==> src/rtl/bcd_digit_formatter_pkg.sv <==
// Shared types and segment constants for the BCD digit formatter.
// Segment codes are active-low DE2 HEX format, bit0 = segment a.
package bcd_fmt_pkg;

  typedef logic [3:0] bcd_digit_t;
  typedef logic [6:0] seg7_t;

  typedef enum logic [1:0] {
    IDLE,
    SCAN,
    COMMIT
  } fmt_state_t;

  localparam seg7_t SEG_BLANK = 7'h7F;
  localparam seg7_t SEG_E     = 7'h06;

  localparam seg7_t SEG_DIGIT [0:9] = '{
    7'h40, 7'h79, 7'h24, 7'h30, 7'h19,
    7'h12, 7'h02, 7'h78, 7'h00, 7'h10
  };

endpackage

==> src/rtl/bcd_digit_formatter_if.sv <==
// Valid/ready word stream from the binary-to-BCD converter into the formatter.
interface bcd_digit_formatter_if;

  logic [15:0] bcd_in;
  logic        bcd_valid;
  logic        ready;

  modport master (output bcd_in, output bcd_valid, input ready);
  modport slave  (input bcd_in, input bcd_valid, output ready);

endinterface

==> src/rtl/bcd_to_seg7.sv <==
// Combinational BCD digit to active-low 7-segment encoder; non-decimal digits show 'E'.
module bcd_to_seg7
  import bcd_fmt_pkg::*;
(
  input  bcd_digit_t digit,
  output seg7_t      seg
);

  always_comb begin
    seg = SEG_E;
    if (digit <= 4'd9) begin
      seg = SEG_DIGIT[digit];
    end
  end

endmodule

==> src/rtl/bcd_digit_formatter.sv <==
// Four-digit BCD to 7-segment formatter with leading-zero blanking and atomic commit.
// Optional blank-flash on changed values is enabled with `define BCD_FMT_FLASH_EN.
//
// state  | meaning
// IDLE   | ready=1, waiting for a word
// SCAN   | one digit per cycle, idx 3 down to 0, into shadow
// COMMIT | shadow copied to the displays, update pulsed
module bcd_digit_formatter
  import bcd_fmt_pkg::*;
#(
  parameter int BLANK_LEADING = 1,
  parameter int FLASH_CYCLES  = 3375000
) (
  input  logic                        clk,
  input  logic                        rst_n,
  bcd_digit_formatter_if.slave        bus,
  output seg7_t                       hex0,
  output seg7_t                       hex1,
  output seg7_t                       hex2,
  output seg7_t                       hex3,
  output logic                        update
);

  if (FLASH_CYCLES < 1 || BLANK_LEADING < 0 || BLANK_LEADING > 1) begin : g_param_check
    $error("bcd_digit_formatter: FLASH_CYCLES must be >= 1 and BLANK_LEADING 0 or 1");
  end

  fmt_state_t state, state_nxt;
  logic [1:0] idx, idx_nxt;
  logic       leading, leading_nxt;
  logic       shadow_we;
  seg7_t      shadow_val;

  logic [15:0] bcd_q;
  seg7_t       shadow [4];
  seg7_t       disp_q [4];
  logic        update_q;

  bcd_digit_t cur_digit;
  seg7_t      cur_seg;
  logic       accept;
  logic       commit;

  assign cur_digit = bcd_q[{idx, 2'b00} +: 4];
  assign accept    = (state == IDLE) && bus.bcd_valid;
  assign commit    = (state == COMMIT);
  assign bus.ready = (state == IDLE);
  assign update    = update_q;

  bcd_to_seg7 u_enc (
    .digit (cur_digit),
    .seg   (cur_seg)
  );

  always_ff @(posedge clk or negedge rst_n) begin
    if (!rst_n) begin
      state   <= IDLE;
      idx     <= 2'd0;
      leading <= 1'b0;
    end else begin
      state   <= state_nxt;
      idx     <= idx_nxt;
      leading <= leading_nxt;
    end
  end

  always_comb begin
    state_nxt   = state;
    idx_nxt     = idx;
    leading_nxt = leading;
    shadow_we   = 1'b0;
    shadow_val  = cur_seg;
    case (state)
      IDLE: begin
        if (bus.bcd_valid) begin
          state_nxt   = SCAN;
          idx_nxt     = 2'd3;
          leading_nxt = (BLANK_LEADING != 0);
        end
      end
      SCAN: begin
        shadow_we = 1'b1;
        // Units digit is never blanked so a zero value still shows "0".
        if (cur_digit > 4'd9) begin
          shadow_val  = SEG_E;
          leading_nxt = 1'b0;
        end else if (cur_digit == 4'd0 && leading && idx != 2'd0) begin
          shadow_val  = SEG_BLANK;
        end else begin
          leading_nxt = 1'b0;
        end
        idx_nxt = idx - 2'd1;
        if (idx == 2'd0) begin
          state_nxt = COMMIT;
        end
      end
      COMMIT: begin
        state_nxt = IDLE;
      end
      default: begin
        state_nxt = IDLE;
      end
    endcase
  end

  always_ff @(posedge clk or negedge rst_n) begin
    if (!rst_n) begin
      bcd_q    <= 16'h0000;
      update_q <= 1'b0;
      for (int i = 0; i < 4; i++) begin
        shadow[i] <= SEG_BLANK;
        disp_q[i] <= SEG_BLANK;
      end
    end else begin
      update_q <= commit;
      if (accept) begin
        bcd_q <= bus.bcd_in;
      end
      if (shadow_we) begin
        shadow[idx] <= shadow_val;
      end
      if (commit) begin
        for (int i = 0; i < 4; i++) begin
          disp_q[i] <= shadow[i];
        end
      end
    end
  end

`ifdef BCD_FMT_FLASH_EN
  localparam int CW = (FLASH_CYCLES > 1) ? $clog2(FLASH_CYCLES) : 1;

  logic [CW-1:0] flash_cnt;
  logic          flash_on;
  logic          commit_differs;

  assign commit_differs = commit &&
    ({shadow[3], shadow[2], shadow[1], shadow[0]} != {disp_q[3], disp_q[2], disp_q[1], disp_q[0]});

  // Displays stay blank from the load until the cycle after terminal count.
  always_ff @(posedge clk or negedge rst_n) begin
    if (!rst_n) begin
      flash_cnt <= '0;
      flash_on  <= 1'b0;
    end else if (commit_differs) begin
      flash_cnt <= CW'(FLASH_CYCLES - 1);
      flash_on  <= 1'b1;
    end else if (flash_on) begin
      if (flash_cnt == '0) begin
        flash_on <= 1'b0;
      end else begin
        flash_cnt <= flash_cnt - 1'b1;
      end
    end
  end

  assign hex0 = flash_on ? SEG_BLANK : disp_q[0];
  assign hex1 = flash_on ? SEG_BLANK : disp_q[1];
  assign hex2 = flash_on ? SEG_BLANK : disp_q[2];
  assign hex3 = flash_on ? SEG_BLANK : disp_q[3];
`else
  assign hex0 = disp_q[0];
  assign hex1 = disp_q[1];
  assign hex2 = disp_q[2];
  assign hex3 = disp_q[3];
`endif

endmodule

==> src/flat_wrapper.sv <==
// flat-port wrapper written by rule: the top's interface ports become plain ports
module bcd_digit_formatter_flat import bcd_fmt_pkg::*;
#(
  parameter int BLANK_LEADING = 1,
  parameter int FLASH_CYCLES  = 3375000
)
  (clk, rst_n, hex0, hex1, hex2, hex3, update, bus_bcd_in, bus_bcd_valid, bus_ready);
  bcd_digit_formatter_if bus_i ();
  input  logic clk;
  input  logic rst_n;
  output seg7_t hex0;
  output seg7_t hex1;
  output seg7_t hex2;
  output seg7_t hex3;
  output logic update;
  input wire logic [$bits(bus_i.bcd_in)-1:0] bus_bcd_in;
  input wire logic [$bits(bus_i.bcd_valid)-1:0] bus_bcd_valid;
  output wire logic [$bits(bus_i.ready)-1:0] bus_ready;
  assign bus_i.bcd_in = bus_bcd_in;
  assign bus_i.bcd_valid = bus_bcd_valid;
  assign bus_ready = bus_i.ready;
  bcd_digit_formatter #(.BLANK_LEADING(BLANK_LEADING), .FLASH_CYCLES(FLASH_CYCLES)) u_core (.clk(clk), .rst_n(rst_n), .bus(bus_i), .hex0(hex0), .hex1(hex1), .hex2(hex2), .hex3(hex3), .update(update));
endmodule
==> config.mk <==
export PLATFORM = sky130hd
export DESIGN_NAME = bcd_digit_formatter_flat
export DESIGN_NICKNAME = d
export VERILOG_FILES = /design/src/rtl/bcd_digit_formatter_pkg.sv /design/src/rtl/bcd_digit_formatter_if.sv /design/src/rtl/bcd_to_seg7.sv /design/src/rtl/bcd_digit_formatter.sv /design/src/flat_wrapper.sv
export SDC_FILE = /design/constraint.sdc
export NUM_CORES = 1
export LEC_CHECK = 0
export ABC_AREA = 1
export CELL_PAD_IN_SITES_DETAIL_PLACEMENT = 0
export CELL_PAD_IN_SITES_GLOBAL_PLACEMENT = 1
export CORE_MARGIN = 2
export CORE_UTILIZATION = 41
export DETAILED_ROUTE_END_ITERATION = 10
export PLACE_DENSITY = 0.77
export SKIP_LAST_GASP = 1
export SLEW_MARGIN = 20
export SYNTH_ARGS = -nofsm -noshare
export SYNTH_HDL_FRONTEND = slang
export SYNTH_HIERARCHICAL = 1
export SYNTH_SLANG_ARGS = --single-unit
export TNS_END_PERCENT = 5
==> constraint.sdc <==
create_clock -name clk -period 2.1 [get_ports clk]
set_input_delay 0.42 -clock clk [delete_from_list [all_inputs] [get_ports clk]]
set_output_delay 0.42 -clock clk [all_outputs]
set_load 0.01 [all_outputs]
==> reports/results.ini <==
[die]
io_pins = 49
die_height_um = 96.4
die_w_um = 96.4
start_util = 0.424
core_area_sq_um = 8260
die_area_sq_um = 9290
core.rowCount = 33

[clock_network]
worstSkewPairLatency_ns = 0.37
postCtsSetupBuffers = 0
cts_root_buffer = clkbuf_8
clk_path_buf_depth = 2
cts.sinks = 78
h-tree-depth = 3
path_clk_slew_ns = 0.08
tritoncts = yes
cts-buffers-inserted = 9

[setup_path]
startpoint_type = register
arrival_ns = 1.49
critical_path_class = reg2out
ff2ff_path_depth = 12
crit_required_ns = 1.68
crit_fanout = 4
endpoint_kind = output pin

[run_status]
status = complete, no violations

[routing]
route.detailed.drc = 0
wl_per_cell_um = 12.7
via_per_inst = 4.68
drt_iter0_drc = 76
routed_wl_um = 7030
vias = 2596
ant_nets = 0
firstDrtPassIters = 4

[placement]
io_buffers = 48
dpl.hpwl_um = 4870
preCtsSetupSlack_ns = 0.158
place_congestion = 0.850

[sta]
worstMarginPinSlew_ns = 0.584
finalCritPeriodShare = 0.912
finalMaxSlewViolations = 0
finalCriticalPeriod_ns = 1.91
max_freq_mhz = 522
finalSetupViolCount = 0
timing.final.hold_violations = 0
rsz0062_at_grt = no
hold_ws_ns = 0.462
tns_ns = 0
max_slew_margin = 0.610
worst_slack_ns = 0.185
skew_ns = 0.0150

[finish]
final_common_cell = nand2_1
seqCellArea_sq_um = 2020
final_cell_mix = nand2_1 (183), dfstp_2 (56), clkdlybuf4s50_1 (47)
fillers = 807
diodes = 0
final_nets = 473
area_growth_pct = 24.0
drive_gt1_frac = 0.247
multi_input_area_sq_um = 1320
post-route-util = 0.525

[global_route]
antenna_found_initial = 0
use_met3 = 0.0465
grt_use_met1 = 0.232
grt_first_pass_wirelength_um = 12100
busiest_layer = met2
globalRouteMet2Util = 0.269
groute.usage.overall = 0.173
grt_max_degree = 64
gr-total-overflow = 0
grt_pass1_vias = 2538

[worst_hold_path]
worst_hold_path_type = reg2reg
worstHoldPathCells = 2

[power_and_ir_drop]
swShare = 0.405
p_clk_frac = 0.159
p_total_mw = 7.27
power_density_nw_per_um2 = 1670
power_frac_comb = 0.460
power.switching_mw = 2.95
ir_drop_mv = 0.604
pwr-share-seq = 0.381
total_leakage_power_nw = 2.09
p_int_mw = 4.32

[synthesis]
synthMuxAreaShare = 0.0450
synth_warnings = 6
synth_compound_area_frac = 0.0193
synth_edf_count = 0
async_flop_share = 1.00
ys_seq_elements = 78
synth_xor_area_frac = 0
synth-adder-area-share = 0.0322
ys_seq_area_frac = 0.578
synth_cell_type_count = 23
synth_area_per_cell_sq_um = 9.02
synth_flop_cell = dfstp_2
synth.cell_area_sq_um = 3500
synth_nets = 416
synth_top_family_by_area = simple AND/OR/NAND/NOR gates
synth_simple_gate_area_frac = 0.281
syn-instance-count = 388

[flow_run]
max-cap-violations = 0

==> routing by layer <==
layer	part of all wire	up-vias
li1	-	1321
met1	0.49	1216
met2	0.46	50
met3	0.041	9
met4	0.017	0
met5	0	-
==> repair_timing <==
action / CTS / global route
hold endpoints to repair: 1 / 0
endpoints found under the setup margin: 0 / 8
gates resized for setup: 0 / 1
hold buffers: 1 / 0
==> final cells by class <==
| cell class | instances | share of cell area |
|---|---|---|
| flip-flops and latches | 78 | 0.466 |
| clock inverters | 7 | 0.0185 |
| well taps | 105 | 0.0303 |
| multi-input cells | 271 | 0.305 |
| inverters | 29 | 0.0251 |
| clock buffers | 9 | 0.0285 |
| repair buffers | 56 | 0.127 |
==> cell usage after synthesis, types with 5 or more instances <==
library cell,instances,area share
a21oi_1,6,0.0086
nand3_1,29,0.041
o21ai_0,5,0.0071
inv_1,24,0.026
dfrtp_1,22,0.16
nor2_1,9,0.0097
nand2_1,183,0.20
ha_1,9,0.032
nand2_2,7,0.013
mux2_2,14,0.045
dfstp_2,56,0.42
==> path summary, 6_finish.rpt <==
kind,from,to,slack (ns)
min in group asynchronous,rst_n,u_core/update,0.50
worst max-delay path,u_core/state[0],bus_ready,0.19
max in group asynchronous,rst_n,u_core/hex3[2],0.93
worst min register to register,u_core/hex0[2],u_core/hex0[2],0.46
worst min-delay path,u_core/hex0[2],u_core/hex0[2],0.46
worst max register to register,u_core/idx[0],u_core/shadow[24],0.22
==> logic make-up (layout without fill, tap and decap cells) <==
logic type,count (synthesis),after routing
and+or+nand+nor,235,235
DFF,78,78
buffers and inverters,39,101
muxes,14,14
AOI/OAI and AO/OA,13,13
adders and majority gates,9,9
==> critical path, cell delays in order (launching register included) <==
cell and delay, ns:
dfrtp_1 0.41, nor2_1 0.16, clkdlybuf4s50_1 0.56
==> through the flow <==
step / instance area (sq um) / std cells
2_1_floorplan: 3500 / 388
3_3_place_gp: 4130 / 538
3_5_place_dp: 4130 / 538
4_1_cts: 4340 / 555
5_1_grt: 4340 / 555
6_report: 4340 / 555
==> power by group through the flow <==
stage          sequential [mW]  clock, mW  combinational [mW]
2_1_floorplan             2.82          0                2.17
3_3_place_gp              2.79          0                3.35
3_5_place_dp              2.80          0                3.37
4_1_cts                   2.78       1.20                3.38
5_1_grt                   2.85       1.26                3.81
6_report                  2.77       1.16                3.34
==> sequential cells by signal, summed over array words and instances, names as in the netlist <==
register / flops
u_core/shadow: 28
u_core/bcd_q: 16
u_core/hex0: 7
u_core/hex1: 7
u_core/hex2: 7
u_core/hex3: 7
u_core/idx: 2
u_core/state: 2
u_core/leading: 1
u_core/update: 1
Note: power is estimated with default switching activity, not from simulation.
